### config.mk
export PLATFORM = sky130hd
export DESIGN_NAME = alu_result_packer
export DESIGN_NICKNAME = d
export VERILOG_FILES = /design/src/rtl/alu_result_packer_pkg.sv /design/src/rtl/alu_result_packer.sv
export SDC_FILE = /design/constraint.sdc
export NUM_CORES = 1
export LEC_CHECK = 0
export CORE_UTILIZATION = 45
export DETAILED_ROUTE_END_ITERATION = 10
export DONT_BUFFER_PORTS = 1
export GPL_ROUTABILITY_DRIVEN = 0
export MAX_ROUTING_LAYER = met4
export PLACE_DENSITY = 0.61
export SLEW_MARGIN = 20
export SYNTH_ARGS = -nofsm -noshare
export SYNTH_HDL_FRONTEND = slang
export SYNTH_SLANG_ARGS = --single-unit
### constraint.sdc
create_clock -name clk -period 2.1 [get_ports clk]
set_clock_uncertainty 0.15 [all_clocks]
set_input_delay 0.42 -clock clk [delete_from_list [all_inputs] [get_ports clk]]
set_output_delay 0.42 -clock clk [all_outputs]
set_load 0.1 [all_outputs]
### src/rtl/alu_result_packer_pkg.sv
// Shared constants and types for the ALU result packer.
package alu_result_packer_pkg;

  // Default TX FIFO byte width; the ALU result is twice this wide.
  localparam int unsigned DATA_WIDTH_DEFAULT = 8;

  // Packer state encoding shared with the rest of the system.
  typedef enum logic [1:0] {
    IDLE    = 2'b00,
    SEND_LO = 2'b01,
    SEND_HI = 2'b10
  } state_t;

endpackage

### src/rtl/alu_result_packer.sv
// Splits an ALU result into one or two bytes and writes them to the TX FIFO,
// honouring FIFO backpressure and flagging results that arrive while busy.
module alu_result_packer
  import alu_result_packer_pkg::*;
#(
  parameter int unsigned DATA_WIDTH = DATA_WIDTH_DEFAULT
) (
  input  logic                    clk,
  input  logic                    rst,
  input  logic [2*DATA_WIDTH-1:0] ALU_OUT,
  input  logic                    OUT_VALID,
  input  logic                    WIDE_RES,
  input  logic                    FIFO_FULL,
  input  logic                    CLR_OVR,
  output logic [DATA_WIDTH-1:0]   WR_DATA,
  output logic                    WR_INC,
  output logic                    BUSY,
  output logic                    OVERRUN
);

  localparam int unsigned RES_W = 2 * DATA_WIDTH;

  state_t               state;
  state_t               state_nxt;
  logic [RES_W-1:0]     hold;
  logic [RES_W-1:0]     hold_nxt;
  logic                 wide;
  logic                 wide_nxt;
  logic                 overrun_q;
  logic                 overrun_nxt;
  logic                 wr_en;
  logic [DATA_WIDTH-1:0] wr_byte;
  logic                 final_wr;
  logic                 accept;

  // Next-state, byte selection, accept and overrun decisions.
  always_comb begin
    state_nxt   = state;
    hold_nxt    = hold;
    wide_nxt    = wide;
    overrun_nxt = overrun_q;
    wr_en       = 1'b0;
    wr_byte     = '0;
    final_wr    = 1'b0;
    accept      = 1'b0;

    case (state)
      IDLE: ;
      SEND_LO: begin
        wr_en   = ~FIFO_FULL;
        wr_byte = hold[DATA_WIDTH-1:0];
        if (~FIFO_FULL) begin
          final_wr  = ~wide;
          state_nxt = wide ? SEND_HI : IDLE;
        end
      end
      SEND_HI: begin
        wr_en   = ~FIFO_FULL;
        wr_byte = hold[RES_W-1:DATA_WIDTH];
        if (~FIFO_FULL) begin
          final_wr  = 1'b1;
          state_nxt = IDLE;
        end
      end
      default: state_nxt = IDLE;
    endcase

    // A new result is taken when idle or when the last byte leaves this cycle.
    accept = OUT_VALID & ((state == IDLE) | final_wr);
    if (accept) begin
      hold_nxt  = ALU_OUT;
      wide_nxt  = WIDE_RES;
      state_nxt = SEND_LO;
    end

    // A dropped result wins over a clear request in the same cycle.
    if (OUT_VALID & ~accept) begin
      overrun_nxt = 1'b1;
    end else if (CLR_OVR) begin
      overrun_nxt = 1'b0;
    end
  end

  // State, captured result and sticky overrun flag.
  always_ff @(posedge clk or posedge rst) begin
    if (rst) begin
      state     <= IDLE;
      hold      <= '0;
      wide      <= 1'b0;
      overrun_q <= 1'b0;
    end else begin
      state     <= state_nxt;
      hold      <= hold_nxt;
      wide      <= wide_nxt;
      overrun_q <= overrun_nxt;
    end
  end

  assign WR_INC  = wr_en;
  assign WR_DATA = wr_byte;
  assign BUSY    = (state != IDLE);
  assign OVERRUN = overrun_q;

endmodule

== Yosys cells after proc, flatten, opt, wreduce, memory -nomap -nowiden ==
Cells that the tools add are included.

* Eq/ne operators: 5
* Bitwise logic cells: 6
* Reduce and logical (&&, ||, !) cells: 5
* Mux-type cells: 12

{| class="wikitable"
|+ Operator list
! kind !! count
|-
| 8-bit case mux with 2 select lines || 1
|-
| 2-bit two-way mux || 4
|-
| 3-bit inequality test (second input constant) || 2
|-
| 2-bit case mux with 3 select lines || 1
|-
| 1-bit two-way mux || 5
|-
| 2-bit nonzero test || 2
|-
| 1-bit NOT || 3
|-
| 3-bit AND reduction || 1
|-
| 1-bit AND || 2
|-
| 2-bit by 1-bit equality test with 1-bit output (second input constant) || 1
|-
| 2-bit equality test (second input constant) || 1
|-
| 2-bit zero test || 1
|-
| 2-bit inequality test (second input constant) || 1
|-
| 1-bit case mux with 2 select lines || 1
|-
| 2-bit OR reduction || 1
|-
| 1-bit bitwise OR || 1
|}

* Input port bits: 22
* Register bits after elaboration: 20
* Word-level logic and storage cells: 32
* Output and inout port bits: 11

== Longest topological paths before layout ==
Gate-level depths: netlist (run 1).

* Depth after elaboration: 8
* Gate-level depth with buffers: 6
* Depth with buffers taken out: 5

== Worst setup path after synthesis (run 1) ==
OpenSTA, ideal clock, no wires.

* Path kind: register -> output
* Start point: reg state[0]
* End point: out WR_DATA[0]
* Arrival time: 2404 ps
* Required time: 1530 ps
* Path slack: -874 ps
* Stages on the path, launching flop included: 6
* Path buffers: 1
* Path through: dfrtp_1 -> inv_1 -> ha_1 -> buf_1 -> a22oi_1 -> nor2b_1

* Longest elaborated chain between the ends: 2
* Elaborated cells on any way between the ends: 3
* Classes of those cells: 2 x eq/ne; 1 x mux

{| class="wikitable"
|+ Ends and longest elaborated chain
! what !! line !! source
|-
| start: declaration || alu_result_packer.sv:23 || <nowiki>state_t state;</nowiki>
|-
| start signal: assignment || alu_result_packer.sv:92 || <nowiki>state <= state_nxt;</nowiki>
|-
| 2-bit equality test / 2-bit by 1-bit equality test with 1-bit output (equally long branches) || alu_result_packer.sv:47 || <nowiki>case (state)</nowiki>
|-
| 8-bit case mux with 2 select lines (*) || alu_result_packer.sv:47 ||
|-
| end: declaration || alu_result_packer.sv:15 || <nowiki>output logic [DATA_WIDTH-1:0] WR_DATA,</nowiki>
|}

Every way passes the cells marked *; elsewhere a longest branch is shown, timed or not.

== Final worst setup path (run 1) ==
* Start point: reg state[1]
* End point: out WR_DATA[6]

Same word-level chain as after synthesis.

==> results.md, run 1 <==
* Routed WL at 2170 um
* CTS Buf Count at 3
* Status: complete, but fails checks
* Vias per cell at around 5.5
* Asr flop ratio synth at 1.000
* Initial antenna violation count at 0
* Finished Layout Cells at 129
* Synth cell types at 24
* Hold_ws at -0.01064 ns
* Seq/Total Area, Yosys at 0.4717
* Mapped Area at 0.001061 mm2
* Share of layout cells above drive strength 1 at 0.6535
* DRC Markers at 0
* CP Launch Type: flip-flop
* Final Hold Viols at 20
* Synth top area share at 0.4717
* Starting DRC count in detailed routing at 13
* Drt wl/cell at 16.82 um
* Gr busiest metal: met2
* Fmax at between 400 and 500 MHz
* Clk pin slew, worst setup/hold paths at 0.11 ns
* Die width at 50.56 um
* Htree depth at 1
* Final #Nets at 127
* Final period util at 1.049
* Total grt overflow at 0
* First-pass GRT wire length at between 3000 and 4000 um
* Hold WC Path Type: input port to asynchronous set/reset pin
* Reg2Reg Setup Slack at 0.06 ns
* Reg-to-reg endpoint: hold[15]$_DFFE_PP0P_
* Final setup vio count at 8
* Synth top area cells: dfrtp_1, mux2_4, mux2_2
* Initial Util at 0.4796
* Rows at 17
* Synth Flop Type: dfrtp_1
* Post-Syn Nets at 107
* Number of synthesized flops with an enable pin at 0
* CORE AREA at 0.002212 mm2
* M1 GR Usage at 0.2461
* Port bufs at 0
* Synthesized flop and latch total at 20
* Die ar. at about 0.0026 mm2
* Number of global-route vias before repair at 850
* Maximum clock path buffer count at 2
* M2 GR Usage at 0.3289
* Reg2reg start: state[1]$_DFFE_PP0P_
* ANT nets after route at 0
* Max-slew violation count at 0
* CTS sink count at 20
* Critical path arrival at 1.63 ns
* Violated checks: hold timing, setup timing
* Setup ws final at -0.1023 ns
* Crit path max fanout at 7
* Root buf cell: clkbuf_4
* Worst setup path category: flip-flop to output pin
* Req. time, crit path at 1.53 ns
* Height of the die at 50.56 um
* Area delta synth->final at 44.22%
* Worst setup EP type: output pin
* Clock Latency Late Sink at 0.29 ns
* Post-synth top area cell: dfrtp_1
* Pin count of the biggest net entering global routing at 21
* YS warnings at 0
* Fill cells at 169
* Via Count at approximately 700
* Dpl hpwl at 1597 um
* Unrepaired setup endpoints after global routing: yes
* Slew HR at 0.3985
* Met3 usage at 0.04545
* Post-CTS Hold Fix Bufs at 0
* Final min period at 2.202 ns
* Syn Area/Cell at 12.94 um2
* Placed Instances at 123
* Number of max-cap violations at 0
* Slew @ Worst Pin at 0.9022 ns
* R2R cell count at 6
* Register Area at 500.5 um2
* Total area of multi-input combinational cells at between 600 and 700 um2
* GRT Total Usage at 0.2069
* Top-count cell post-synth: dfrtp_1
* IO Pins at 33
* CTS tree: built
* Pre-antenna DRT Iters at 3
* # diodes at 0
* Cells after synthesis at 82
flip-flops by register name, summed over array words and instances (netlist names):
name / cells
wide: 1
state: 2
OVERRUN: 1
hold: 16
kinds of logic (layout without fill, tap and decap cells):
kind of cell             after synthesis  in the layout  share of synthesized area
AO/OA/AOI/OAI                         18             18                     0.1462
adder cells (fa/ha/maj)                3              3                    0.03538
buffers and inverters                 11             30                    0.05424
flip-flops                            20             20                     0.4717
multiplexers                          16             16                     0.1981
AND/OR/NAND/NOR                       14             14                    0.09434
layout by cell type (no fill, tap or decap), drive strengths merged:
| master | instances |
|---|---|
| inv | 8 |
| o211ai | 2 |
| and2b | 2 |
| nor2 | 1 |
| a32o | 1 |
| buf | 18 |
| ha | 3 |
| o31a | 1 |
| a211o | 1 |
| a22oi | 8 |
| nor2b | 8 |
| clkbuf | 4 |
| o21ai | 2 |
| a21oi | 1 |
| or2 | 1 |
| mux2 | 16 |
| dfrtp | 20 |
| and3 | 1 |
| o221ai | 2 |
| and4bb | 1 |
metrics by stage:
| stage | TNS (ns) | worst slack (ns) | area, um2 | util | hold slack [ns] |
|---|---|---|---|---|---|
| detailed placement | 0 | 0.1042 | 1386 | 0.6267 | 0.3324 |
| CTS | -0.5457 | -0.07373 | 1504 | 0.6799 | 0.008283 |
| floorplan | -0.06575 | -0.008218 | 1136 | - | 0.2338 |
| global placement | 0 | 0.1586 | 1386 | 0.6267 | 0.3289 |
| finish | -0.6308 | -0.1023 | 1530 | 0.6917 | -0.01064 |
| global route | -1.126 | -0.1662 | 1530 | 0.6917 | 0.03716 |
layer usage:
| metal | vias to the layer above | part of all wire |
|---|---|---|
| met5 | - | 0 |
| li1 | 332 | - |
| met1 | 351 | 0.45 |
| met3 | 4 | 0.044 |
| met2 | 20 | 0.49 |
| met4 | 0 | 0.016 |
critical path: stages (launching register included):
cell     delay [ns]
dfrtp_1        0.46
inv_2          0.14
ha_4           0.20
buf_6          0.14
a22oi_2        0.09
nor2b_4        0.13
buf_12         0.18
area by class of cell:
type	count	share of cell area
multi-input cells	51	0.4186
inverters	8	0.01962
clock buffers	4	0.02371
repair buffers	18	0.1881
flip-flops and latches	20	0.3271
well taps	28	0.02289
timing repair:
| action | 4_1_cts | 5_1_grt |
|---|---|---|
| pin swaps | 3 | 3 |
| buffers inserted | 2 | 0 |
| resized for setup | 14 | 5 |
| endpoints found under the setup margin | 8 | 9 |
how the worst max path moves through the flow:
| stage | start | end | slack [ns] | cells past startpoint |
|---|---|---|---|---|
| after floorplan | state[0]$_DFFE_PP0P_ | hold[10]$_DFFE_PP0P_ | -0.008 | 6 |
| after global placement | state[0]$_DFFE_PP0P_ | WR_DATA[2] | 0.16 | 6 |
| after detailed placement | state[1]$_DFFE_PP0P_ | hold[15]$_DFFE_PP0P_ | 0.10 | 6 |
| after CTS | state[0]$_DFFE_PP0P_ | WR_DATA[3] | -0.07 | 6 |
| after global routing | state[0]$_DFFE_PP0P_ | WR_DATA[2] | -0.17 | 6 |
| final | state[1]$_DFFE_PP0P_ | WR_DATA[6] | -0.10 | 6 |
Power of run 1 is not shown: default switching activity piles up to over one toggle a cycle in this logic, so the estimate is an artifact.
==> run 2: changes to the inputs <==
--- a/config.mk
+++ b/config.mk
@@ -5,12 +5,13 @@
 export SDC_FILE = /design/constraint.sdc
 export NUM_CORES = 1
 export LEC_CHECK = 0
-export CORE_UTILIZATION = 45
+export CORE_UTILIZATION = 54
+export CTS_CLUSTER_DIAMETER = 40
 export DETAILED_ROUTE_END_ITERATION = 10
 export DONT_BUFFER_PORTS = 1
 export GPL_ROUTABILITY_DRIVEN = 0
 export MAX_ROUTING_LAYER = met4
-export PLACE_DENSITY = 0.61
+export PLACE_DENSITY = 0.8
 export SLEW_MARGIN = 20
 export SYNTH_ARGS = -nofsm -noshare
 export SYNTH_HDL_FRONTEND = slang
==> run 2 against run 1 <==
  * First-iteration DRC count fell by 31%
  * Sequential share of layout area rose by 0.93 points
  * Global-route usage rose by 5.8 points
  * Via count rose by 8.2%
  * Register-to-register slack got worse by 0.04 ns
  * Cell count fell by 2.3%
  * Clock-buffer cell count did not move
  * The flow finishes with violations (setup timing)
  * Maximum frequency fell by 0.38%
  * Die area fell by 16%
  * Critical path type unchanged
  * Critical path depth did not move
==> results.md, run 2 (synthesis gave the netlist of run 1 again) <==
* Initial Util at 0.5951
* Maximum clock path buffer count at 2
* Htree depth at 1
* Unrepaired setup endpoints after global routing: yes
* Slew @ Worst Pin at 0.8896 ns
* Slew HR at 0.4069
* Number of flip-flops in the largest register at 16
* Die ar. at 0.002146 mm2
* Worst setup EP type: output pin
* Final min period at 2.211 ns
* CORE AREA at 0.001783 mm2
* Dpl hpwl at 1550 um
* Hold Path Cell Cnt at 1
* Number of global-route vias before repair at 796
* Reg2reg start: state[0]$_DFFE_PP0P_
* Status: complete, but fails checks
* Routed WL at between 2000 and 3000 um
* Final #Nets at 127
* Share of layout cells above drive strength 1 at 0.6238
* Hold_ws at between 0.08 and 0.09 ns
* Via Count at 765
* CP Launch Type: flip-flop
* Crit-path slowest cell: dfrtp_2
* Critical Path Max Stage Delay at 0.50 ns
* Root buf cell: clkbuf_4
* CTS sink count at 20
* Hold wc startpoint: OUT_VALID
* Hold WC Path Type: input port to flip-flop
* Starting DRC count in detailed routing at 9
* ANT nets after route at 0
* Commonest cells after routing, fill and taps aside: dfrtp_1, buf_12, mux2_4, mux2_2, nor2b_4
* Req. time, crit path at 1.53 ns
* GRT Total Usage at 0.2654
* First-pass GRT wire length at 3719 um
* Height of the die at 46.33 um
* CTS tree: built
* Initial antenna violation count at 0
* Worst setup path category: flip-flop to output pin
* Final setup vio count at 8
* Reg-to-reg endpoint: hold[14]$_DFFE_PP0P_
* Reg2Reg Setup Slack at 0.02 ns
* Pin count of the biggest net entering global routing at 21
* Total grt overflow at 0
* Final instance area at 0.001495 mm2
* Area after DPL at 0.001350 mm2
* Pre-antenna DRT Iters at 4
* Rows at 15
* Violated checks: setup timing
* Clk pin slew, worst setup/hold paths at 0.13 ns
* Final Hold Viols at 0
* Hold Path End: wide$_DFFE_PP0P_
* Die width at 46.33 um
* Number of max-cap violations at 0
* Max-slew violation count at 0
* Most flop-heavy register: hold
* Worst path cell trace: inv_4, ha_4, buf_6, a22oi_2, nor2b_4, buf_12
* CTS Buf Count at 3
* Most common cell after layout, fill and taps aside: dfrtp_1
* IO Pins at 33
* Clock Latency Late Sink at 0.31 ns
* Top flop regs: hold: 16 flops, state: 2 flops
* Fmax at between 400 and 500 MHz
* DRC Markers at 0
* Final period util at 1.053
* Drt wl/cell at 20.29 um
* Critical path arrival at between 1.5 and 2 ns
* Vias per cell at 6.071
* Crit path max fanout at 7
* Area delta synth->final at 40.92%
* # diodes at 0
* Setup ws final at -0.1107 ns
* Port bufs at 0
* R2R cell count at 6
-- run 2: through the flow --
| step | util | cells | TNS [ns] | setup slack [ns] |
|---|---|---|---|---|
| 2_1_floorplan | - | 82 | -0.06575 | -0.008218 |
| 3_3_place_gp | 0.7572 | 119 | 0 | 0.1210 |
| 3_5_place_dp | 0.7572 | 119 | 0 | 0.05508 |
| 4_1_cts | 0.8274 | 126 | -0.4017 | -0.06273 |
| 5_1_grt | 0.8386 | 126 | -1.307 | -0.1653 |
| 6_report | 0.8386 | 126 | -0.7500 | -0.1107 |
-- run 2: worst max-delay path by stage --
stage / from / endpoint / slack [ns] / cells after the start
finish: state[0]$_DFFE_PP0P_ / WR_DATA[3] / -0.11 / 6
global route: state[0]$_DFFE_PP0P_ / WR_DATA[6] / -0.17 / 6
CTS: state[1]$_DFFE_PP0P_ / WR_DATA[3] / -0.06 / 6
detailed placement: state[0]$_DFFE_PP0P_ / hold[15]$_DFFE_PP0P_ / 0.06 / 6
global placement: state[0]$_DFFE_PP0P_ / hold[13]$_DFFE_PP0P_ / 0.12 / 6
floorplan: state[0]$_DFFE_PP0P_ / hold[10]$_DFFE_PP0P_ / -0.008 / 6
-- run 2: timing repair --
action,4_1_cts,5_1_grt
endpoints found under the hold margin,9,0
gates resized for setup,14,6
hold buffers,1,0
pin swaps,3,3
buffers inserted,2,0
endpoints found under the setup margin,9,25
-- run 2: critical path: cells and delay by family (launching register included) --
kind | cells | cell delay, ns
buf+inv | 3 | 0.42
flops | 1 | 0.50
fa+ha+maj | 1 | 0.19
compound gates | 1 | 0.07
simple gates | 1 | 0.14
-- run 2: cell type report --
| cell class | count | area, um2 |
|---|---|---|
| fillers | 86 | 287.8 |
| multi-input cells | 51 | 620.6 |
| clock buffers | 4 | 36.28 |
| well taps | 25 | 31.28 |
| inverters | 8 | 35.03 |
| repair buffers | 18 | 269.0 |
| flip-flops and latches | 20 | 503.0 |
-- run 2: layer usage --
layer	up-vias	track usage	part of all wire
li1	336	-	-
met1	386	0.2985	0.39
met2	35	0.4528	0.53
met3	8	0.09020	0.050
met4	0	0.05294	0.022
met5	-	-	0
Power of run 2 is left out for the same reason.
==> run 3: changes to the inputs <==
--- a/config.mk
+++ b/config.mk
@@ -5,13 +5,14 @@
 export SDC_FILE = /design/constraint.sdc
 export NUM_CORES = 1
 export LEC_CHECK = 0
-export CORE_UTILIZATION = 54
+export CORE_UTILIZATION = 55
+export CTS_BUF_LIST = sky130_fd_sc_hd__clkbuf_8
 export CTS_CLUSTER_DIAMETER = 40
 export DETAILED_ROUTE_END_ITERATION = 10
 export DONT_BUFFER_PORTS = 1
 export GPL_ROUTABILITY_DRIVEN = 0
 export MAX_ROUTING_LAYER = met4
-export PLACE_DENSITY = 0.8
+export PLACE_DENSITY = 0.81
 export SLEW_MARGIN = 20
 export SYNTH_ARGS = -nofsm -noshare
 export SYNTH_HDL_FRONTEND = slang
==> run 3 against run 2 <==
  * The run still ends with setup timing left
  * Register-to-register slack worse by 0.03 ns
  * Final area rose by 1.7%
  * Critical path type unchanged
  * Die area fell by 1.7%
  * Worst hold slack lost 0.060 ns
  * Non-clock buffer count rose by 2
==> results.md, run 3 (synthesis gave the netlist of run 1 again) <==
* Final #Nets at 129
* Req. time, crit path at 1.53 ns
* CTS Buf Count at 3
* Via Count at roughly 770
* Top flop regs: hold: 16 flops, state: 2 flops
* Height of the die at approximately 46 um
* Number of global-route vias before repair at 848
* Post-CTS Hold Fix Bufs at 0
* Dpl hpwl at 1734 um
* Slew HR at 0.3858
* Most common cell after layout, fill and taps aside: dfrtp_1
* First-pass GRT wire length at about 4200 um
* Setup ws final at -0.01047 ns
* Fill cells at 89
* Most flop-heavy register: hold
* IO Pins at 33
* Worst setup path category: flip-flop to output pin
* Starting DRC count in detailed routing at 13
* # diodes at 0
* Critical path arrival at 1.54 ns
* Setup TNS Final at -0.02556 ns
* ANT nets after route at 0
* Final period util at 1.005
* Violated checks: setup timing
* Share of layout cells above drive strength 1 at 0.6667
* Final setup vio count at 5
* CORE AREA at 0.001764 mm2
* Max-slew violation count at 0
* Unrepaired setup endpoints after global routing: yes
* CP Launch Type: flip-flop
* Die width at 45.92 um
* DRC Markers at 0
* Maximum clock path buffer count at 2
* Clock Latency Late Sink at 0.26 ns
* CTS sink count at 20
* Drt wl/cell at ~21 um
* Slew @ Worst Pin at just over 0.9 ns
* Number of flip-flops in the largest register at 16
* Area delta synth->final at 43.28%
* Routed WL at 2665 um
* GRT Total Usage at 0.3134
* Die ar. at 0.002109 mm2
* Pre-antenna DRT Iters at 4
* Vias per cell at about 6
* Total area of multi-input combinational cells at between 600 and 700 um2
* Pin count of the biggest net entering global routing at 21
* Number of max-cap violations at 0
* Hold WC Path Type: input port to asynchronous set/reset pin
* Final core utilization at 0.8617
* Register Area at 501.7 um2
* Htree depth at 1
* Pre-CTS setup slack at about 0.057 ns
* Clk pin slew, worst setup/hold paths at 0.07 ns
* Final min period at 2.110 ns
* Total grt overflow at 0
* Final Hold Viols at 0
* Initial Util at 0.6014
* Rows at 15
* Root buf cell: clkbuf_8
* CTS tree: built
* Fmax at 473.8 MHz
* Status: complete, but fails checks
* Worst setup EP type: output pin
* Crit path max fanout at 6
* Port bufs at 0
* Initial antenna violation count at 0
==> run 3: changes by cell type in the layout (fill, tap and decap cells not counted), sizes merged <==
cell,delta
buf,+3
clkbuf,-1
dlygate4sd3,-1
==> run 3: through the flow <==
| stage | area, um2 | hold WS [ns] | cells |
|---|---|---|---|
| floorplan | 1136 | 0.2338 | 82 |
| global placement | 1350 | 0.3170 | 119 |
| detailed placement | 1350 | 0.3164 | 119 |
| CTS | 1513 | 0.03789 | 127 |
| global route | 1520 | 0.08582 | 127 |
| finish | 1520 | 0.02164 | 127 |
==> run 3: metal layers <==
metal	vias up	track usage	routed length (um)
met5	-	-	0
met4	0	0.1471	69
met3	8	0.07540	102
met2	30	0.5352	1473
met1	390	0.3376	1020
li1	338	-	-
==> run 3: critical path: stages (launching register included) <==
cell and delay (ns):
dfrtp_1 0.41, buf_6 0.14, ha_4 0.18, buf_4 0.14, a22oi_2 0.18, nor2b_4 0.07
buf_12 0.17
==> run 3: repair_timing <==
action | CTS | global route
cloned | 0 | 0
setup buffers | 5 | 0
gates resized for setup | 18 | 2
pin swaps | 3 | 2
setup endpoints to repair | 8 | 25
==> run 3: final cells by class <==
class / instances / share of cell area
Clock buffer: 3 / 0.02716
Inverter: 8 / 0.02140
Multi-Input combinational cell: 51 / 0.4214
Sequential cell: 20 / 0.3300
Tap cell: 25 / 0.02058
Timing Repair Buffer: 20 / 0.1794
==> run 3: final timing paths <==
check / slack, ns / cells past startpoint / from / endpoint
setup / recovery: -0.01 / 6 / state[1]$_DFFE_PP0P_ / WR_DATA[7]
hold / removal: 0.02 / 1 / rst / hold[12]$_DFFE_PP0P_
setup reg to reg: -0.01 / 7 / state[1]$_DFFE_PP0P_ / hold[15]$_DFFE_PP0P_
hold reg to reg: 0.39 / 1 / hold[6]$_DFFE_PP0P_ / hold[6]$_DFFE_PP0P_
max in group asynchronous: 1.26 / 1 / rst / state[0]$_DFFE_PP0P_
min in group clk: 0.15 / 1 / OUT_VALID / wide$_DFFE_PP0P_
Power of run 3 is left out for the same reason.
